## src/rtl/cfg_connection_block.sv

```systemverilog
`default_nettype none
// ============================================================================
// Module      : cfg_connection_block
// Description : Unidirectional routing connection block with scan-loaded,
//               commit-protected configuration and per-tap register option.
// Revision    : 1.0 - initial release
// ============================================================================
module cfg_connection_block #(
   parameter int W         = 7,
   parameter int CONTROLIN = 3
) (
   input  logic                 clk,
   input  logic                 rst_n,
   input  logic [W-1:0]         east_in,
   input  logic [W-1:0]         west_in,
   output logic [W-1:0]         east_out,
   output logic [W-1:0]         west_out,
   output logic [CONTROLIN-1:0] control_input,
   input  logic                 cfg_en,
   input  logic                 cfg_in,
   output logic                 cfg_out,
   input  logic                 cfg_commit,
   output logic                 cfg_ready,
   output logic                 cfg_err
);

   localparam int c_SEL      = $clog2(2*W+1);
   localparam int c_FLD      = c_SEL + 1;
   localparam int c_CFG_BITS = CONTROLIN * c_FLD;
   localparam int c_CNT_W    = $clog2(c_CFG_BITS+2);
   localparam int c_PAD      = (1 << c_SEL) - 2*W;

   localparam logic [c_CNT_W-1:0] c_CNT_FULL = c_CNT_W'(c_CFG_BITS);
   localparam logic [c_CNT_W-1:0] c_CNT_SAT  = c_CNT_W'(c_CFG_BITS+1);

   logic [c_CFG_BITS-1:0] r_shadow;
   logic [c_CFG_BITS-1:0] r_active;
   logic [CONTROLIN-1:0]  r_tap;
   logic [c_CNT_W-1:0]    r_bit_cnt;
   logic                  r_cfg_err;
   logic [CONTROLIN-1:0]  w_cand;

   // Zero padding above the real tracks makes every out-of-range select read 0.
   logic [(1<<c_SEL)-1:0] w_tracks;
   assign w_tracks = {{c_PAD{1'b0}}, west_in, east_in};

   assign east_out  = west_in;
   assign west_out  = east_in;
   assign cfg_out   = r_shadow[c_CFG_BITS-1];
   assign cfg_ready = (r_bit_cnt == c_CNT_FULL);
   assign cfg_err   = r_cfg_err;

   for (genvar i = 0; i < CONTROLIN; i++) begin : g_tap
      logic [c_SEL-1:0] w_sel;
      logic             w_mode;
      assign w_sel            = r_active[i*c_FLD+1 +: c_SEL];
      assign w_mode           = r_active[i*c_FLD];
      assign w_cand[i]        = w_tracks[w_sel];
      assign control_input[i] = w_mode ? r_tap[i] : w_cand[i];
   end

   // Tap flops sample the selected track every cycle, independent of mode.
   always_ff @(posedge clk) begin
      if (!rst_n) begin
         r_tap <= '0;
      end else begin
         r_tap <= w_cand;
      end
   end

   always_ff @(posedge clk) begin
      if (!rst_n) begin
         r_shadow  <= '0;
         r_active  <= '0;
         r_bit_cnt <= '0;
         r_cfg_err <= 1'b0;
      end else if (cfg_en && cfg_commit) begin
         r_cfg_err <= 1'b1;
      end else if (cfg_en) begin
         r_shadow <= {r_shadow[c_CFG_BITS-2:0], cfg_in};
         if (r_bit_cnt != c_CNT_SAT) begin
            r_bit_cnt <= r_bit_cnt + 1'b1;
         end
      end else if (cfg_commit) begin
         if (cfg_ready) begin
            r_active <= r_shadow;
         end else begin
            r_cfg_err <= 1'b1;
         end
         r_bit_cnt <= '0;
      end
   end

endmodule
`default_nettype wire

```

## config.mk

```make
export PLATFORM = sky130hd
export DESIGN_NAME = cfg_connection_block
export DESIGN_NICKNAME = d
export VERILOG_FILES = /design/src/rtl/cfg_connection_block.sv
export SDC_FILE = /design/constraint.sdc
export NUM_CORES = 1
export LEC_CHECK = 0
export CAP_MARGIN = 0
export CORE_UTILIZATION = 35
export DETAILED_ROUTE_END_ITERATION = 8
export GPL_TIMING_DRIVEN = 1
export PLACE_DENSITY = 0.57
export SLEW_MARGIN = 30
export SYNTH_ARGS = -nofsm -noshare
export SYNTH_HDL_FRONTEND = slang
export SYNTH_SLANG_ARGS = --single-unit
```

## constraint.sdc

```tcl
create_clock -name clk -period 4.7 [get_ports clk]
set_input_delay 0.47 -clock clk [delete_from_list [all_inputs] [get_ports clk]]
set_output_delay 0.47 -clock clk [all_outputs]
set_load 0.02 [all_outputs]
```

* After elaboration in Yosys (flattened, before gate mapping)
Index checks and enable logic that the tools add are counted.
** Word-level totals
- Bits in registers :: 39
- Input port bits :: 19
- Output and inout bits :: 20
- Word-level logic and storage cells :: 39
** Operators by class
- Add/subtract/negate cells :: 1
- Order comparisons :: 3
- Equality and inequality tests :: 5
- Muxes and demuxes :: 16
- Bitwise gates (word level) :: 2
- Reductions and logical operators :: 7
** Operator list (number)
- 4-bit by 5-bit less-than comparator with 1-bit output (second input constant) :: 3
- 5-bit two-way mux :: 3
- 1-bit binary-select mux with 4-bit select :: 3
- 1-bit two-way mux :: 10
- 2-bit by 1-bit != test with 1-bit output (second input constant) :: 3
- 3-bit AND reduction :: 2
- 5-bit by 1-bit adder with 5-bit output (second input constant) :: 1
- 5-bit by 4-bit == test with 1-bit output (second input constant) :: 1
- 5-bit != test (second input constant) :: 1
- 4-bit AND reduction :: 1
- 2-bit nonzero test :: 2
- 1-bit NOT :: 2
- 2-bit AND reduction :: 1
- 1-bit logical AND :: 1

* Logic depth before layout (Yosys ltp)
Gate-level depths: netlist of the first run.
- Word-level depth :: 5
- Depth in mapped cells :: 9
- Depth with buffers taken out :: 7

* Least setup slack after synthesis of the first run
Ideal clock, no wire load.
- Path type :: flip-flop to flip-flop
- Start point :: register r_bit_cnt[0]
- End point :: register r_active[10]
- Setup time :: 122 ps
- Data arrival time :: 1772 ps
- Required time :: 4578 ps
- Path slack :: 2806 ps
- Cell stages (with the launch flop) :: 10
- Path buffers :: 2
- Clock period less this slack :: 1894 ps
- Path through :: dfxtp_1 > ha_1 > and3_1 > ha_1 > inv_1 > or2_2 > buf_2 > buf_2 > nand2_1 > a21boi_0
** On the way
- Cells in the longest elaborated chain, start to end :: 2
** RTL lines
- from (decl) :: line 39 : logic [c_CNT_W-1:0] r_bit_cnt;
- from (signal assigned) :: line 82 : r_bit_cnt <= r_bit_cnt + 1'b1;
- 5-bit by 4-bit == test with 1-bit output :: line 50 : assign cfg_ready = (r_bit_cnt == c_CNT_FULL);
- via cfg_ready :: line 23 : output logic cfg_ready,
- 4-bit AND reduction (no source line)
- to (signal assigned) :: line 86 : r_active <= r_shadow;
- to (decl) :: line 37 : logic [c_CFG_BITS-1:0] r_active;
The timed path passes the listed nets, and every way through them passes these cells.
A chain may end at the register's enable or synchronous reset.

* Worst setup path in the final report of the first run
- Start point :: input east_in[3]
- End point :: output control_input[0]
** On the way
- Cells in the longest elaborated chain, start to end :: 3
** RTL lines
- from (decl) :: line 14 : input logic [W-1:0] east_in,
- 1-bit binary-select mux with 4-bit select :: line 58 : assign w_cand[i] = w_tracks[w_sel];
- 1-bit two-way mux (implied by the code) :: line 58
- 1-bit two-way mux :: line 59 : assign control_input[i] = w_mode ? r_tap[i] : w_cand[i];
- to (decl) :: line 18 : output logic [CONTROLIN-1:0] control_input,
Every way passes these cells. The select of a mux whose other input is x is not followed.

==> results.toml, run 1 <==
[outcome]
status = "complete, no violations"

[pwr]
sw_frac_of_total_pct = 22.59
clkPwrFrac_pct = 41.2
combPwrFrac_pct = 11.3
ir_drop_v = 0.00009886
finalPower_uw = 706.6
seq_power_share_pct = 47.5
p_leak_nw = 0.8070
p_per_area_nw_per_um2 = 279.2
p_sw_uw = 159.7
p_int_uw = 547.0

[route]
drt-total-wl_um = 4315
routed_via_density = 4.800
drc = 0
wl_per_cell_um = 12.88
firstDrtPassIters = 4
drt-initial-drc-count = 52
vias = 1608
drtAntennaViolNets = 0

[yosys]
synth_common_cells = "nand2_1 (64), dfxtp_1 (39), a21boi_0 (31)"
synthCells = 242
yosys-top-cells-area = "dfxtp_1 (37%), nand2_1 (11%), a21boi_0 (11%)"
async_flop_share_pct = 0
yosys_warnings = 0
synth_top_area_share_pct = 36.68
ys_seq_area_share_pct = 36.68
netlist_area_um2 = 2128
yosysMostFrequentCell = "nand2_1"
syn_avg_cell_area_um2 = 8.795
syn_nets = 264
yosysTopAreaCell = "dfxtp_1"
synth_flop_cell = "dfxtp_1"
synth-edff-count = 0
ys_ff_latch = 39
synth.distinct_cells = 32

[global_route]
antenna_found_initial = 0
grtUsageTotal_pct = 14.69
grt_pass1_wl_um = 7196
grt_start_max_net_pins = 40
grt_remaining_overflow = 0
grt_pass1_vias = 1511

[timing]
period_minus_slack_ns = 2.913
fin_setup_tns_ns = 0
max_slew_margin_pct = 55.62
finalHoldViolCount = 0
finalSetupViolCount = 0
slew_violations = 0
fmax_mhz = 343.3
worst_slew_pin_slew_ns = 0.6626
rsz0062_at_grt = "false"
period_share_pct = 61.97
fin_skew_ns = 0.004368

[place]
port_buffers = 38
place_area_um2 = 2411
post-dp-hpwl_um = 3110
place_congestion = 0.7944
placed_cells = 327

[setup_path]
cp_data_arrival_time_ns = 2.44
critPathLaunchType = "input port"
max_stage_delay_ns = 0.55
worst-path-buf-inv = 2
crit_required_ns = 4.23
cp.depth = 6
r2r-start = "r_bit_cnt[0]"
path_max_fanout = 4
cp_slowest_cell = "mux4_1"
crit_type = "input port to output pin"
cp_top_family = "buffers and inverters"
cp_common_cell = "clkdlybuf4s50_1"
cp-endpoint = "control_input[0]"
rr_worst_depth = 7
ff2ff_setup_slack_ns = 2.80
worstSetupEndpointType = "output pin"
crit_chain = "clkdlybuf4s50_1 > mux4_1 > a2bb2oi_1 > a22oi_2 > mux2i_1 > clkdlybuf4s50_1"
cp-startpoint = "east_in[3]"
r2r-end = "r_active[1]"

[clock_tree]
cts.sinks = 39
ctsHoldBuffers = 0
clockRootBuffer = "clkbuf_8"
post-cts-setup-buffers = 0
cts_made_buffers = 5
clockBufferDepth = 2
htreeDepth = 2
clk_pin_slew_ns = 0.08
cts_tree = "built"
clkLatencyLatePin_ns = 0.29
post_cts_resize_count = 0

[die]
design.die.area_um2 = 6397
die_h_um = 79.98
num_io_pins = 39
start_util_pct = 36.16
die-width_um = 79.98
core_um2 = 5886
num_rows = 28

[final_layout]
layout-drive-gt1-share_pct = 8.077
stdcell_count = 335
syn2layout_area_growth_pct = 18.93
diodes = 0
multiInputGateArea_um2 = 1122
fill_cells = 603
fin_util_pct = 43.01
seqCellArea_um2 = 780.7
finalNetCount = 281
design_area_um2 = 2531

[min_path]
hold_path.class = "register to register"

[run]
drv_cap = 0
-- worst min path at each step --
stage                       startpoint      endpoint  slack (ns)  depth (start not counted)
after detailed placement       cfg_err       cfg_err        0.46                          2
final                          cfg_err       cfg_err        0.46                          2
after CTS                      cfg_err       cfg_err        0.47                          2
after global routing      r_shadow[10]  r_active[10]        0.50                          2
after floorplan           r_shadow[13]  r_active[13]        0.44                          2
after global placement         cfg_err       cfg_err        0.45                          2
-- metal layers --
layer / up-vias / GRT usage (%) / wire length (µm)
met4: 0 / 5.357 / 53
met3: 5 / 2.857 / 189
li1: 830 / - / -
met5: - / 0 / 0
met2: 33 / 23.33 / 1928
met1: 740 / 19.62 / 2145
-- state kept, by name, indices dropped and copies added (netlist names) --
name / cells
r_active: 15
r_shadow: 15
r_bit_cnt: 5
r_tap: 3
cfg_err: 1
-- layout make-up --
cell class | count | area share (%)
inverter | 11 | 1.631
tap | 75 | 3.707
multi-input combinational | 164 | 44.34
clock buffer | 6 | 3.262
clock inverter | 2 | 1.384
timing repair buffer | 38 | 14.83
sequential | 39 | 30.85
-- power by group through the flow --
stage / logic, mW / clock network (mW) / registers [mW]
after global placement: 0.0811 / 0 / 0.343
after global routing: 0.0867 / 0.313 / 0.336
final: 0.0798 / 0.291 / 0.336
after floorplan: 0.0475 / 0 / 0.344
after CTS: 0.0811 / 0.298 / 0.336
after detailed placement: 0.0808 / 0 / 0.344
-- metrics by stage --
stage,worst slack [ns],hold WS [ns]
after floorplan,2.806,0.4442
after global placement,1.789,0.4484
after detailed placement,1.768,0.4566
after CTS,1.753,0.4666
after global routing,1.692,0.4998
final,1.788,0.4600
-- cell families after synthesis --
kind of cell / after synthesis / share of synthesized area (%)
compound gates: 49 / 17.99
simple gates: 91 / 18.75
buf+inv: 39 / 10.82
fa+ha+maj: 3 / 1.764
flops: 39 / 36.68
mux: 21 / 13.99
-- worst register-to-register path, delay by kind of cell (launching register included) --
| family | cells | cell delay (ns) |
|---|---|---|
| AO/OA/AOI/OAI | 1 | 0.17 |
| adder cells (fa/ha/maj) | 2 | 0.38 |
| flip-flops | 1 | 0.42 |
| AND/OR/NAND/NOR | 3 | 0.78 |
| buffers and inverters | 1 | 0.07 |
-- layout by cell type, fill, tap and decap left out, drive strengths merged, types with 2 or more instances in the layout --
master,synthesis,final
a22oi,3,3
a21oi,3,3
a21boi,33,33
nor2b,7,7
clkdlybuf4s50,0,37
nand3,2,2
dfxtp,39,39
a2bb2oi,3,3
and2,3,3
inv,11,11
o2bb2ai,3,3
nand3b,2,2
ha,3,3
o21ai,2,2
nor2,5,5
nand2b,5,5
clkbuf,7,6
nand2,64,64
mux2i,14,14
mux4,6,6
Power figures use the tool's default switching activity.
==> inputs of run 2 (changes only) <==
Settings changed: PLACE_DENSITY 0.57 to 0.59.
Clock period 4.7 ns to 2.6 ns, I/O delays scaled along.
==> results.toml, run 2 (synthesis gave the netlist of run 1 again) <==
[timing]
worst_slew_pin_slew_ns = 0.4279
period_share_pct = 94.62
slew_violations = 0
finalHoldViolCount = 0
fin_setup_tns_ns = 0
fmax_mhz = 406.5
rsz0062_at_grt = "false"
fin_skew_ns = 0.002389
hold_ws_ns = 0.4556
finalSetupViolCount = 0
period_minus_slack_ns = 2.460
max_slew_margin_pct = 71.42

[final_layout]
top_regs = "r_active (15), r_shadow (15), r_bit_cnt (5)"
layout-drive-gt1-share_pct = 9.774
diodes = 0
syn2layout_area_growth_pct = 21.28
final_cell_mix = "nand2_1 (64), dfxtp_1 (37), clkdlybuf4s50_1 (37)"
final_common_cell = "nand2_1"
finalNetCount = 287

[place]
post-dp-hpwl_um = 3061
place_congestion = 0.7464
port_buffers = 38

[pwr]
ir_drop_v = 0.0002800
seq_power_share_pct = 47.7
combPwrFrac_pct = 11.6
p_sw_uw = 279.0
p_int_uw = 991.7
p_leak_nw = 0.8471
p_per_area_nw_per_um2 = 492.3
clkPwrFrac_pct = 40.7
sw_frac_of_total_pct = 21.95

[die]
die-width_um = 79.98
num_io_pins = 39
die_h_um = 79.98
num_rows = 28
design.die.area_um2 = 6397
start_util_pct = 36.16
core_um2 = 5886

[setup_path]
cp-startpoint = "r_active[1]"
crit_chain = "mux4_1 > a2bb2oi_1 > a22oi_2 > mux2i_1 > clkdlybuf4s50_1"
crit_type = "register to output pin"
r2r-start = "r_bit_cnt[0]"
crit_required_ns = 2.34
max_stage_delay_ns = 0.57
worstSetupEndpointType = "output pin"
path_max_fanout = 4
critPathLaunchType = "register"
ff2ff_setup_slack_ns = 0.85
cp_data_arrival_time_ns = 2.20
cp_slowest_cell = "mux4_1"

[global_route]
grtUsageTotal_pct = 13.77
antenna_found_initial = 0
grt_pass1_wl_um = 6699
grt_remaining_overflow = 0
grt_pass1_vias = 1461
grt_start_max_net_pins = 40

[run]
drv_cap = 0

[clock_tree]
clockRootBuffer = "clkbuf_8"
clkLatencyLatePin_ns = 0.29
clk_pin_slew_ns = 0.07
cts.sinks = 39
cts_tree = "built"
htreeDepth = 2
clockBufferDepth = 2
post-cts-setup-buffers = 0
ctsHoldBuffers = 0
cts_made_buffers = 5

[route]
firstDrtPassIters = 4
vias = 1623
routed_via_density = 4.760
drtAntennaViolNets = 0
wl_per_cell_um = 12.30
drt-initial-drc-count = 80
drt-total-wl_um = 4196
drc = 0

[outcome]
status = "complete, no violations"

[min_path]
hold_path_startpoint = "cfg_err"
hold_path.class = "register to register"
==> run 2: critical path, delay by kind of cell, from the launching register on <==
kind	cells	cell delay, ns
muxes	2	0.66
AOI/OAI and AO/OA	2	0.31
DFF	1	0.39
buffers and inverters	1	0.54
==> run 2: area by class of cell <==
cell class / count / area [µm²]
clock inverter: 2 / 35.03
inverter: 11 / 41.29
timing repair buffer: 44 / 427.9
tap: 75 / 93.84
clock buffer: 6 / 82.58
multi-input combinational: 164 / 1117
sequential: 39 / 783.3
fill: 579 / 3304
==> run 2: what timing repair did <==
item | CTS | global route
endpoints found under the setup margin | 1 | 2
resized for setup | 1 | 2
endpoints found under the hold margin | 0 | 0
pin swaps | 0 | 0
==> run 2: per-layer routing <==
layer / up-vias / part of all wire (%) / wire length [µm] / track usage [%]
li1: 847 / - / - / -
met1: 730 / 48 / 2014 / 16.68
met2: 41 / 45 / 1908 / 22.91
met3: 5 / 4.9 / 206 / 2.857
met4: 0 / 1.5 / 65 / 6.964
met5: - / 0 / 0 / 0
==> run 2: worst paths after layout <==
kind | end | depth (start not counted)
min reg2reg | cfg_err | 2
max | control_input[0] | 5
max reg2reg | r_active[10] | 7
min | cfg_err | 2
==> run 2: stage by stage <==
| step | setup slack [ns] | std cells | power, mW | util [%] | instance area, µm² |
|---|---|---|---|---|---|
| floorplan | 0.7062 | 242 | 0.7073 | - | 2128 |
| global placement | 0.1136 | 333 | 0.7697 | 41.77 | 2459 |
| detailed placement | 0.1091 | 333 | 0.7697 | 41.77 | 2459 |
| CTS | 0.03518 | 341 | 1.293 | 43.79 | 2577 |
| global route | 0.02028 | 341 | 1.323 | 43.86 | 2581 |
| finish | 0.1398 | 341 | 1.271 | 43.86 | 2581 |
==> run 2: power groups by stage <==
stage               Clock, mW  Combinational [mW]  Sequential [mW]
finish                  0.517               0.147            0.607
global route            0.558               0.158            0.608
CTS                     0.537               0.149            0.607
detailed placement          0               0.149            0.621
global placement            0               0.149            0.621
floorplan                   0              0.0859            0.621
==> inputs of run 3 (changes only) <==
Settings changed: ABC_AREA set to 1, PLACE_DENSITY 0.59 to 0.6.
==> results.toml, run 3 <==
[place]
post-dp-hpwl_um = 3566
port_buffers = 38
place_congestion = 0.9072

[yosys]
syn_avg_cell_area_um2 = 6.680
synth_top_area_share_pct = 38.07
synth_common_cells = "nand2_1 (71), nor2_1 (40), dfxtp_1 (39)"
async_flop_share_pct = 0
yosys-top-cells-area = "dfxtp_1 (38%), nand2_1 (13%), nor2_1 (7.3%)"
yosysTopAreaCell = "dfxtp_1"
yosys_warnings = 0
netlist_area_um2 = 2051
ys_ff_latch = 39
syn_nets = 329
synthCells = 307
yosysMostFrequentCell = "nand2_1"
ys_seq_area_share_pct = 38.07
synth.distinct_cells = 21
synth-edff-count = 0
synth_flop_cell = "dfxtp_1"

[die]
num_io_pins = 39
design.die.area_um2 = 6169
die_h_um = 78.55
core_um2 = 5574
start_util_pct = 36.79
die-width_um = 78.55
num_rows = 27

[route]
firstDrtPassIters = 4
wl_met3_um = 202
drtAntennaViolNets = 0
wl_per_cell_um = 11.73
met2_length_um = 2132
routed_via_density = 4.811
drt-initial-drc-count = 77
wl_met1_um = 2248
top_layer = "met4"
vias = 1939
drc = 0
drt-total-wl_um = 4727

[setup_path]
worstSetupEndpointType = "output pin"
crit_required_ns = 2.34
critPathLaunchType = "register"
rr_worst_depth = 7
crit_chain = "inv_2 > nand2_1 > nand3_1 > nand2_1 > nand2_1 > nand2_1 > nand2_1 > nand2_1 > nand2_1 > nand2_1 > clkdlybuf4s50_1"
cp_data_arrival_time_ns = 2.08
cp_slowest_cell = "clkdlybuf4s50_1"
path_max_fanout = 8
crit_type = "register to output pin"
cp_common_cell = "nand2_1"
max_stage_delay_ns = 0.59

[final_layout]
final_common_cell = "nand2_1"
layout-drive-gt1-share_pct = 6.042
top_regs = "r_active (15), r_shadow (15), r_bit_cnt (5)"
final_cell_mix = "nand2_1 (71), nor2_1 (40), dfxtp_1 (39)"
fill_cells = 612
diodes = 0
syn2layout_area_growth_pct = 19.89
finalNetCount = 352

[pwr]
p_int_uw = 879.8
seq_power_share_pct = 52.6
ir_drop_v = 0.0002020
clkPwrFrac_pct = 32.8
p_per_area_nw_per_um2 = 487.2
finalPower_mw = 1.198
combPwrFrac_pct = 14.6
sw_frac_of_total_pct = 26.55
p_sw_uw = 318.0
p_leak_nw = 1.065

[timing]
hold_ws_ns = 0.4595
max_slew_margin_pct = 69.46
period_share_pct = 90.11
slew_violations = 0
finalHoldViolCount = 0
fin_setup_tns_ns = 0
worst_slew_pin_slew_ns = 0.4575
fmax_mhz = 426.8
period_minus_slack_ns = 2.343
rsz0062_at_grt = "false"
fin_skew_ns = 0.006087
finalSetupViolCount = 0

[clock_tree]
clk_pin_slew_ns = 0.08
clockBufferDepth = 2
cts_made_buffers = 5
ctsHoldBuffers = 0
htreeDepth = 2
post-cts-setup-buffers = 0
post_cts_resize_count = 0
clkLatencyLatePin_ns = 0.29
clockRootBuffer = "clkbuf_8"
cts.sinks = 39
cts_tree = "built"

[global_route]
grtUsageTotal_pct = 16.38
grt_start_max_net_pins = 34
grt_pass1_vias = 1770
antenna_found_initial = 0
grt_pass1_wl_um = 7997
grt_remaining_overflow = 0

[run]
drv_cap = 0

[min_path]
worstHoldPathCells = 1
hold_path.class = "register to register"

[outcome]
status = "complete, no violations"
run 3: cell count changes after synthesis, moves of 7 or more:
cell	delta
nand2_1	+7
inv_1	+21
nor2b_1	-7
mux2i_1	-14
o21ai_0	+28
a21oi_1	+17
a21boi_0	-31
nand3_1	+27
nor2_1	+35
run 3: cells by family (layout without fill, tap and decap cells):
family          Yosys count  in the layout  share of synthesized area, %
simple gates            153            153                         32.34
fa+ha+maj                 3              3                         1.831
flops                    39             39                         38.07
compound gates           52             52                         13.30
buf+inv                  60             84                         14.46
run 3: final timing paths:
check | from | endpoint | slack (ns)
min reg2reg | r_bit_cnt[0] | r_bit_cnt[0] | 0.46
max reg2reg | r_bit_cnt[1] | r_active[0] | 0.78
min | r_bit_cnt[0] | r_bit_cnt[0] | 0.46
max | r_active[11] | control_input[2] | 0.26
run 3: cell type report:
class                   instances  area [µm²]  share of cell area, %
clock inverters                 3       15.01                 0.6107
clock buffers                   5       68.82                  2.799
well taps                      72       90.09                  3.664
inverters                      36       135.1                  5.496
multi-input cells             208       973.4                  39.59
repair buffers                 40       395.4                  16.08
flip-flops and latches         39       780.7                  31.76
run 3: critical path: cells and delay by family, from the launching register on:
family        cells  cell delay [ns]
buf+inv           2             0.73
flops             1             0.50
simple gates      9             0.56
run 3: power groups by stage:
stage / registers, mW / logic, mW / clock network [mW]
2_1_floorplan: 0.642 / 0.109 / 0
3_3_place_gp: 0.643 / 0.175 / 0
3_5_place_dp: 0.643 / 0.176 / 0
4_1_cts: 0.630 / 0.177 / 0.409
5_1_grt: 0.632 / 0.195 / 0.431
6_report: 0.630 / 0.175 / 0.393
run 3: metal layers:
| layer | up-vias | track usage, % |
|---|---|---|
| met3 | 14 | 3.488 |
| met1 | 851 | 20.48 |
| met5 | - | 0 |
| met4 | 0 | 8.889 |
| met2 | 56 | 26.09 |
| li1 | 1018 | - |
run 3: through the flow:
stage | util (%) | setup WS, ns | cell area (µm²) | cells
finish | 44.11 | 0.2572 | 2459 | 403
CTS | 44.11 | 0.2358 | 2459 | 403
global placement | 42.60 | 0.3923 | 2375 | 395
floorplan | - | 1.021 | 2051 | 307
global route | 44.11 | 0.05372 | 2459 | 403
detailed placement | 42.60 | 0.3790 | 2375 | 395
